<file path="config.mk">
export PLATFORM = sky130hd
export DESIGN_NAME = key_repeat
export DESIGN_NICKNAME = d
export VERILOG_FILES = /design/src/rtl/key_pkg.sv /design/src/rtl/key_edge_detect.sv /design/src/rtl/key_repeat.sv
export SDC_FILE = /design/constraint.sdc
export NUM_CORES = 1
export LEC_CHECK = 0
export CORE_ASPECT_RATIO = 0.75
export CORE_UTILIZATION = 40
export DETAILED_ROUTE_END_ITERATION = 6
export HOLD_SLACK_MARGIN = 0.02
export PLACE_DENSITY = 0.61
export SLEW_MARGIN = 0
export SYNTH_ARGS = -nofsm -noshare
export SYNTH_HDL_FRONTEND = slang
export SYNTH_SLANG_ARGS = --single-unit
</file>
<file path="constraint.sdc">
create_clock -name clk -period 3.1 [get_ports clk]
set_clock_uncertainty 0.2 [all_clocks]
set_input_delay 0.93 -clock clk [delete_from_list [all_inputs] [get_ports clk]]
set_output_delay 0.93 -clock clk [all_outputs]
set_load 0.03 [all_outputs]
</file>
<file path="src/rtl/key_pkg.sv">
// ============================================================================
// Module  : key_pkg
// Purpose : Shared state encoding, direction codes and default timing for
//           the key auto-repeat block.
// Rev     : 1.0  initial release
// ============================================================================
`default_nettype none

package key_pkg;

    typedef enum logic [1:0] {
        ST_IDLE   = 2'd0,
        ST_HOLD   = 2'd1,
        ST_REPEAT = 2'd2
    } state_t;

    localparam int c_DIR_UP    = 0;
    localparam int c_DIR_DOWN  = 1;
    localparam int c_DIR_LEFT  = 2;
    localparam int c_DIR_RIGHT = 3;

    // 50 cycles per ms at simulation scale
    localparam int c_KEYS_DEFAULT       = 4;
    localparam int c_DELAY_CYC_DEFAULT  = 1500;
    localparam int c_REPEAT_CYC_DEFAULT = 500;
    localparam int c_CNT_W_DEFAULT      = 16;

endpackage

`default_nettype wire

</file>
<file path="src/rtl/key_edge_detect.sv">
// ============================================================================
// Module  : key_edge_detect
// Purpose : Rising-edge detector for debounced key levels. Keys held through
//           reset do not produce a rise until released and pressed again.
// Rev     : 1.0  initial release
// ============================================================================
`default_nettype none

module key_edge_detect #(
    parameter int KEYS = 4
) (
    input  logic            clk,
    input  logic            nrst,
    input  logic [KEYS-1:0] key_in,
    output logic [KEYS-1:0] rise
);

    logic [KEYS-1:0] r_key_prev;

    // All-ones reset masks any key already down when reset releases
    always_ff @(posedge clk or negedge nrst) begin
        if (!nrst) begin
            r_key_prev <= '1;
        end else begin
            r_key_prev <= key_in;
        end
    end

    assign rise = key_in & ~r_key_prev;

endmodule

`default_nettype wire

</file>
<file path="src/rtl/key_repeat.sv">
// ============================================================================
// Module  : key_repeat
// Purpose : Turns debounced direction keys into single-cycle move strobes
//           with an immediate move on press and auto-repeat while held.
//           Optional macro KEY_RELEASE_EN adds a release_pulse output.
// Rev     : 1.0  initial release
// ============================================================================
`default_nettype none

module key_repeat
    import key_pkg::*;
#(
    parameter  int KEYS       = c_KEYS_DEFAULT,
    parameter  int DELAY_CYC  = c_DELAY_CYC_DEFAULT,
    parameter  int REPEAT_CYC = c_REPEAT_CYC_DEFAULT,
    parameter  int CNT_W      = c_CNT_W_DEFAULT,
    localparam int DIR_W      = (KEYS > 1) ? $clog2(KEYS) : 1
) (
    input  logic             clk,
    input  logic             nrst,
    input  logic [KEYS-1:0]  key_in,
    output logic             move_pulse,
    output logic [DIR_W-1:0] move_dir,
`ifdef KEY_RELEASE_EN
    output logic             release_pulse,
`endif
    output logic             key_held
);

    localparam logic [CNT_W-1:0] c_DELAY_LAST  = CNT_W'(DELAY_CYC - 1);
    localparam logic [CNT_W-1:0] c_REPEAT_LAST = CNT_W'(REPEAT_CYC - 1);

    logic [KEYS-1:0]  w_rise;
    state_t           r_state,  w_state_nxt;
    logic [CNT_W-1:0] r_cnt,    w_cnt_nxt;
    logic [DIR_W-1:0] r_lock,   w_lock_nxt;
    logic [DIR_W-1:0] w_enc;
    logic [DIR_W-1:0] w_dir_nxt;
    logic             w_pulse_nxt;
    logic             w_rel_nxt;
    logic             w_lock_lvl;

    key_edge_detect #(
        .KEYS   (KEYS)
    ) u_edge (
        .clk    (clk),
        .nrst   (nrst),
        .key_in (key_in),
        .rise   (w_rise)
    );

    // Lowest index wins when several keys rise together
    always_comb begin
        w_enc = '0;
        for (int i = KEYS - 1; i >= 0; i--) begin
            if (w_rise[i]) begin
                w_enc = DIR_W'(i);
            end
        end
    end

    assign w_lock_lvl = key_in[r_lock];

    always_comb begin
        w_state_nxt = r_state;
        w_cnt_nxt   = r_cnt;
        w_lock_nxt  = r_lock;
        w_dir_nxt   = move_dir;
        w_pulse_nxt = 1'b0;
        w_rel_nxt   = 1'b0;
        case (r_state)
            ST_IDLE: begin
                if (|w_rise) begin
                    w_lock_nxt  = w_enc;
                    w_dir_nxt   = w_enc;
                    w_pulse_nxt = 1'b1;
                    w_cnt_nxt   = '0;
                    w_state_nxt = ST_HOLD;
                end
            end
            ST_HOLD, ST_REPEAT: begin
                // Release takes priority over a terminal count
                if (!w_lock_lvl) begin
                    w_state_nxt = ST_IDLE;
                    w_cnt_nxt   = '0;
                    w_rel_nxt   = 1'b1;
`ifdef KEY_RELEASE_EN
                    w_dir_nxt   = r_lock;
`endif
                end else if (r_cnt == ((r_state == ST_HOLD) ? c_DELAY_LAST : c_REPEAT_LAST)) begin
                    w_pulse_nxt = 1'b1;
                    w_dir_nxt   = r_lock;
                    w_cnt_nxt   = '0;
                    w_state_nxt = ST_REPEAT;
                end else begin
                    w_cnt_nxt   = r_cnt + CNT_W'(1);
                end
            end
            default: begin
                w_state_nxt = ST_IDLE;
                w_cnt_nxt   = '0;
            end
        endcase
    end

    always_ff @(posedge clk or negedge nrst) begin
        if (!nrst) begin
            r_state    <= ST_IDLE;
            r_cnt      <= '0;
            r_lock     <= '0;
            move_pulse <= 1'b0;
            move_dir   <= '0;
            key_held   <= 1'b0;
        end else begin
            r_state    <= w_state_nxt;
            r_cnt      <= w_cnt_nxt;
            r_lock     <= w_lock_nxt;
            move_pulse <= w_pulse_nxt;
            move_dir   <= w_dir_nxt;
            key_held   <= (w_state_nxt != ST_IDLE);
        end
    end

`ifdef KEY_RELEASE_EN
    always_ff @(posedge clk or negedge nrst) begin
        if (!nrst) begin
            release_pulse <= 1'b0;
        end else begin
            release_pulse <= w_rel_nxt;
        end
    end
`else
    logic w_unused;
    assign w_unused = w_rel_nxt;
`endif

endmodule

`default_nettype wire

</file>
After elaboration in Yosys (flattened, before gate mapping)
Index checks and enable logic that the tools add are counted.
{"block": "word_totals", "out_inout_bits": 4, "word_cells": 47, "regBits": 28, "inputBits": 6}
{"block": "op_classes", "mux": 23, "n_eq_ne": 6, "bitwise_logic": 2, "addsub": 1, "reduce_logical": 7, "magnitude_cmp": 1}
{"cell": "2-to-1 mux 16 bit", "count": 3}
{"cell": "one-hot mux 16 bit (2 select lines)", "count": 1}
{"cell": "2-to-1 mux 2 bit", "count": 10}
{"cell": "adder 16 x 1 -> 16 bit, second input constant", "count": 1}
{"cell": "== test 16 x 11 -> 1 bit", "count": 1}
{"cell": "2-to-1 mux 11 bit", "count": 1}
{"cell": "one-hot mux 2 bit (2 select lines)", "count": 2}
{"cell": "!= test 2 bit, second input constant", "count": 3}
{"cell": "AND 4 bit", "count": 1}
{"cell": "2-to-1 mux 1 bit", "count": 4}
{"cell": "inverter 4 bit", "count": 1}
{"cell": "AND reduction 4 bit", "count": 1}
{"cell": "nonzero test 2 bit", "count": 2}
{"cell": "OR reduction 4 bit", "count": 1}
{"cell": "less-than comparator 2 x 3 -> 1 bit, second input constant", "count": 1}
{"cell": "binary-select mux 1 bit (select 2 bit)", "count": 1}
{"cell": "== test 2 x 1 -> 1 bit, second input constant", "count": 1}
{"cell": "== test 2 bit, second input constant", "count": 1}
{"cell": "zero test 2 bit", "count": 1}
{"cell": "one-hot mux 1 bit (2 select lines)", "count": 1}
{"cell": "AND reduction 2 bit", "count": 1}
{"cell": "OR reduction 2 bit", "count": 1}

Depth between registers and ports, before layout
{"block": "depth", "depth_word": 8, "ltp_mapped": 8, "mapped_depth_nobuf": 7}

Modules after synthesis
From an unflattened synthesis, not the netlist that was laid out.
{"block": "unflattened", "hier_cells": 147, "area_unflattened_um2": 1492.7}
{"mod": "key_repeat", "area_per_inst_um2": 1332.5, "cells_each": 139, "seq_area_each_um2": 600.6, "n_inst": 1}
{"mod": "key_edge_detect", "area_per_inst_um2": 160.2, "cells_each": 8, "seq_area_each_um2": 105.1, "n_inst": 1}

Least setup slack after synthesis
OpenSTA, ideal clock, no wires.
{"block": "synth_timing", "path_kind": "input to register", "start": "input port key_in[0]", "end": "register r_cnt[14]", "path_buffers": 1, "cell_stages": 6, "required_time_ns": 2.833, "path_slack_ns": 0.606, "setup_time_ns": 0.067, "t_arrival_ns": 2.227, "path_cell_list": "and2b_1 or4_1 nor2_2 buf_2 a21o_1 a22o_1"}
{"block": "synth_between", "elab_chain_len": 4, "elab_cells_between_ends": 7, "cone_classes": "1 x eq/ne; 4 x mux; 1 x bitwise; 1 x reduce/logical"}
{"item": "start: declaration", "line_no": "key_repeat.sv:21", "text": "input logic [KEYS-1:0] key_in,"}
{"item": "binary-select mux 1 bit (select 2 bit)", "line_no": "key_repeat.sv:62", "text": "assign w_lock_lvl = key_in[r_lock];"}
{"item": "2-to-1 mux 1 bit (not written as such)", "line_no": "key_repeat.sv:62"}
{"item": "2-to-1 mux 16 bit", "line_no": "key_repeat.sv:83", "text": "if (!w_lock_lvl) begin"}
{"item": "one-hot mux 16 bit (2 select lines)", "line_no": "key_repeat.sv:71", "text": "case (r_state)"}
{"item": "end signal: assignment", "line_no": "key_repeat.sv:116", "text": "r_cnt <= w_cnt_nxt;"}
{"item": "end: declaration", "line_no": "key_repeat.sv:35", "text": "logic [CNT_W-1:0] r_cnt, w_cnt_nxt;"}
Parallel ways exist; a longest one is shown, timed or not. The select of a mux whose other input is x is not followed.
A chain may end at the register's enable or synchronous reset.

Final worst setup path
{"block": "layout_timing", "start": "input port key_in[2]", "end": "register r_cnt[15]"}
The elaborated chain is that of the path after synthesis.

==> qor.csv <==
stage,metric,value,unit
status,status,finished clean,
layout,layout-drive-gt1-share,0.149,
drt,post_drt_wl_per_cell,14.3,µm
cts,clkSinkCount,28,
critical_path,required,3.07,ns
power_and_ir_drop,leakagePower,0.810,nW
sta,clock.fmax,0.363,GHz
placement,placedCellCount,229,
yosys,async_flop_share,1.00,
power_and_ir_drop,finalPower,1.24,mW
yosys,synth.distinct_cells,47,
sta,max_slew_margin,0.647,
drt,drtIter0Drc,96,
drt,drc,0,
floorplan,dieArea,4180,µm²
power_and_ir_drop,peakVddDrop,0.292,mV
floorplan,row_count,19,
layout,utilization,0.495,
power_and_ir_drop,p_per_area,678,nW/µm²
global_routing,grt_pass1_vias,1208,
layout,mostFrequentLayoutCell,dfrtp_1,
sta,worst_pin_slew,0.525,ns
critical_path,crit_path_end_kind,flip-flop,
critical_path,start_kind,input port,
cts,tritoncts.num_buffers,3,
drt,wl,3330,µm
global_routing,grt-busiest-layer,met1,
drt,first_pass_iters,4,
drt,vias,1272,
layout,final_cell_mix,"dfrtp_1, nor2_1, nand2_1",
floorplan,die_h,56.2,µm
critical_path,cpPeakStageDelay,0.52,ns
sta,min_period,2.76,ns
cts,clkTransAtPathRegs,0.10,ns
cts,cts-hold-fix-buffers,0,
critical_path,crit_type,input port to flip-flop,
job,cap_violations,0,
global_routing,grtUsageMet1,0.280,
yosys,synth_edf_count,0,
global_routing,grt_pass1_wl,5690,µm
global_routing,grt_util_met3,0.0489,
critical_path,arrival,2.73,ns
layout,num_antenna_cells,0,
power_and_ir_drop,seqPwrFrac,0.370,
cts,post_cts_buffers,0,
sta,finalCritPeriodShare,0.889,
cts,root_buffer,clkbuf_8,
cts,clkLatencyLatePin,0.28,ns
critical_path,path_max_fanout,12,
yosys,synthCells,163,
global_routing,grt.total_usage,0.180,
placement,port_buffers,9,
cts,cts_tree,built,
cts,ctsResizeCount,0,
yosys,syn_avg_cell_area,9.62,µm²
yosys,synth_seq_cells,28,
cts,clockBufferDepth,2,
global_routing,antenna_found_initial,0,
yosys,syn_nets,173,
power_and_ir_drop,pwr-share-clk,0.233,
layout,design_area,1830,µm²
critical_path,path_delay_family,buffers and inverters,
power_and_ir_drop,comb_power_share,0.397,
power_and_ir_drop,switching_share,0.357,
layout,area_growth,17.0,%
placement,preCtsSetupSlack,0.0442,ns
yosys,ys_seq_area_frac,0.450,
cts,htree_num_levels,1,
yosys,syn-cell-area,1570,µm²
sta,finalSetupTns,0,ns
placement,gp_congestion,0.830,
global_routing,grt_max_degree,29,
power_and_ir_drop,switchingPower,0.444,mW
critical_path,crit_buf_inv,2,
yosys,ys.flop_type,dfrtp_1,
placement,place_area,1760,µm²
floorplan,ioPinCount,10,
floorplan,die_w,74.3,µm
layout,finalNonFillerCells,233,
yosys,ys_warn_count,0,
floorplan,start_util,0.423,
critical_path,cp_slowest_cell,mux4_2,
layout,nets,192,
sta,finalMaxSlewViolations,0,
sta,setup_viol,0,
sta,hold_viol_final,0,
drt,vias_per_cell,5.46,
sta,rsz0062_at_grt,no,
sta,fin_ws,0.344,ns
floorplan,core_area,3710,µm²
worst_hold_path,hold_class,flip-flop to flip-flop,
power_and_ir_drop,p_int,0.801,mW
placement,dp_hpwl,2500,µm
global_routing,gr-total-overflow,0,
critical_path,cp_cell_sequence,clkdlybuf4s50_1 -> mux4_2 -> nand2_4 -> a21oi_2 -> buf_4 -> a21o_1 -> a22o_1,
drt,ant_nets,0,
sta,holdWs,0.301,ns
global_routing,grt_use_met2,0.252,
==> routing by layer <==
| metal | wire length [µm] | up-vias |
|---|---|---|
| li1 | - | 640 |
| met1 | 1830 | 604 |
| met2 | 1310 | 26 |
| met3 | 166 | 2 |
| met4 | 16 | 0 |
| met5 | 0 | - |
==> flip-flops by register name, indices dropped and copies added (netlist names) <==
register           count
r_lock                 2
u_edge.r_key_prev      4
key_held               1
move_dir               2
r_state                2
r_cnt                 16
move_pulse             1
==> Yosys cell counts, types with 2 or more instances <==
library cell  count  area, µm²
a21o_1            5       37.5
a21oi_1           8       40.0
a22o_1            5       43.8
a31oi_1           3       18.8
and3_1            2       12.5
dfrtp_1          24        601
dfstp_2           4        105
ha_1              4       50.1
inv_1            10       37.5
mux2_1            2       22.5
mux2i_1           2       20.0
nand2_1          11       41.3
nand2b_1          2       12.5
nand3_1          10       50.1
nand4_1           4       25.0
nor2_1           19       71.3
nor2b_1           3       18.8
nor3_1            5       25.0
nor4_1            2       12.5
nor4b_1           2       17.5
o21ai_0           4       20.0
o22ai_1           4       25.0
o31ai_1           4       30.0
==> worst paths after layout <==
| path | startpoint | endpoint | slack [ns] | cells past startpoint |
|---|---|---|---|---|
| max | key_in[2] | r_cnt[15] | 0.34 | 7 |
| min | move_dir[0] | move_dir[0] | 0.30 | 1 |
| max reg2reg | r_state[0] | r_cnt[10] | 0.75 | 7 |
| min reg2reg | move_dir[0] | move_dir[0] | 0.30 | 1 |
| max in group asynchronous | nrst | u_edge.r_key_prev[0] | 1.58 | 2 |
| min in group asynchronous | nrst | r_lock[1] | 0.82 | 2 |
==> cell type report <==
cell class,count,area (µm²)
clock inverters,1,30.0
well taps,52,65.1
clock buffers,3,41.3
flip-flops and latches,28,706
fillers,347,1870
repair buffers,16,143
multi-input cells,123,812
inverters,10,37.5
==> power by group through the flow <==
stage	clock [mW]	sequential (mW)	combinational [mW]
after floorplan	0	0.504	0.301
after global placement	0	0.464	0.488
after detailed placement	0	0.466	0.493
after CTS	0.298	0.460	0.493
after global routing	0.316	0.468	0.542
final	0.290	0.460	0.494
==> cells by family after synthesis <==
kind of cell | count (synthesis) | synth area share
AOI/OAI and AO/OA | 42 | 0.187
adders and majority gates | 4 | 0.0319
buffers and inverters | 12 | 0.0319
and+or+nand+nor | 71 | 0.251
DFF | 28 | 0.450
muxes | 6 | 0.0487
Note: power is estimated with default switching activity, not from simulation.
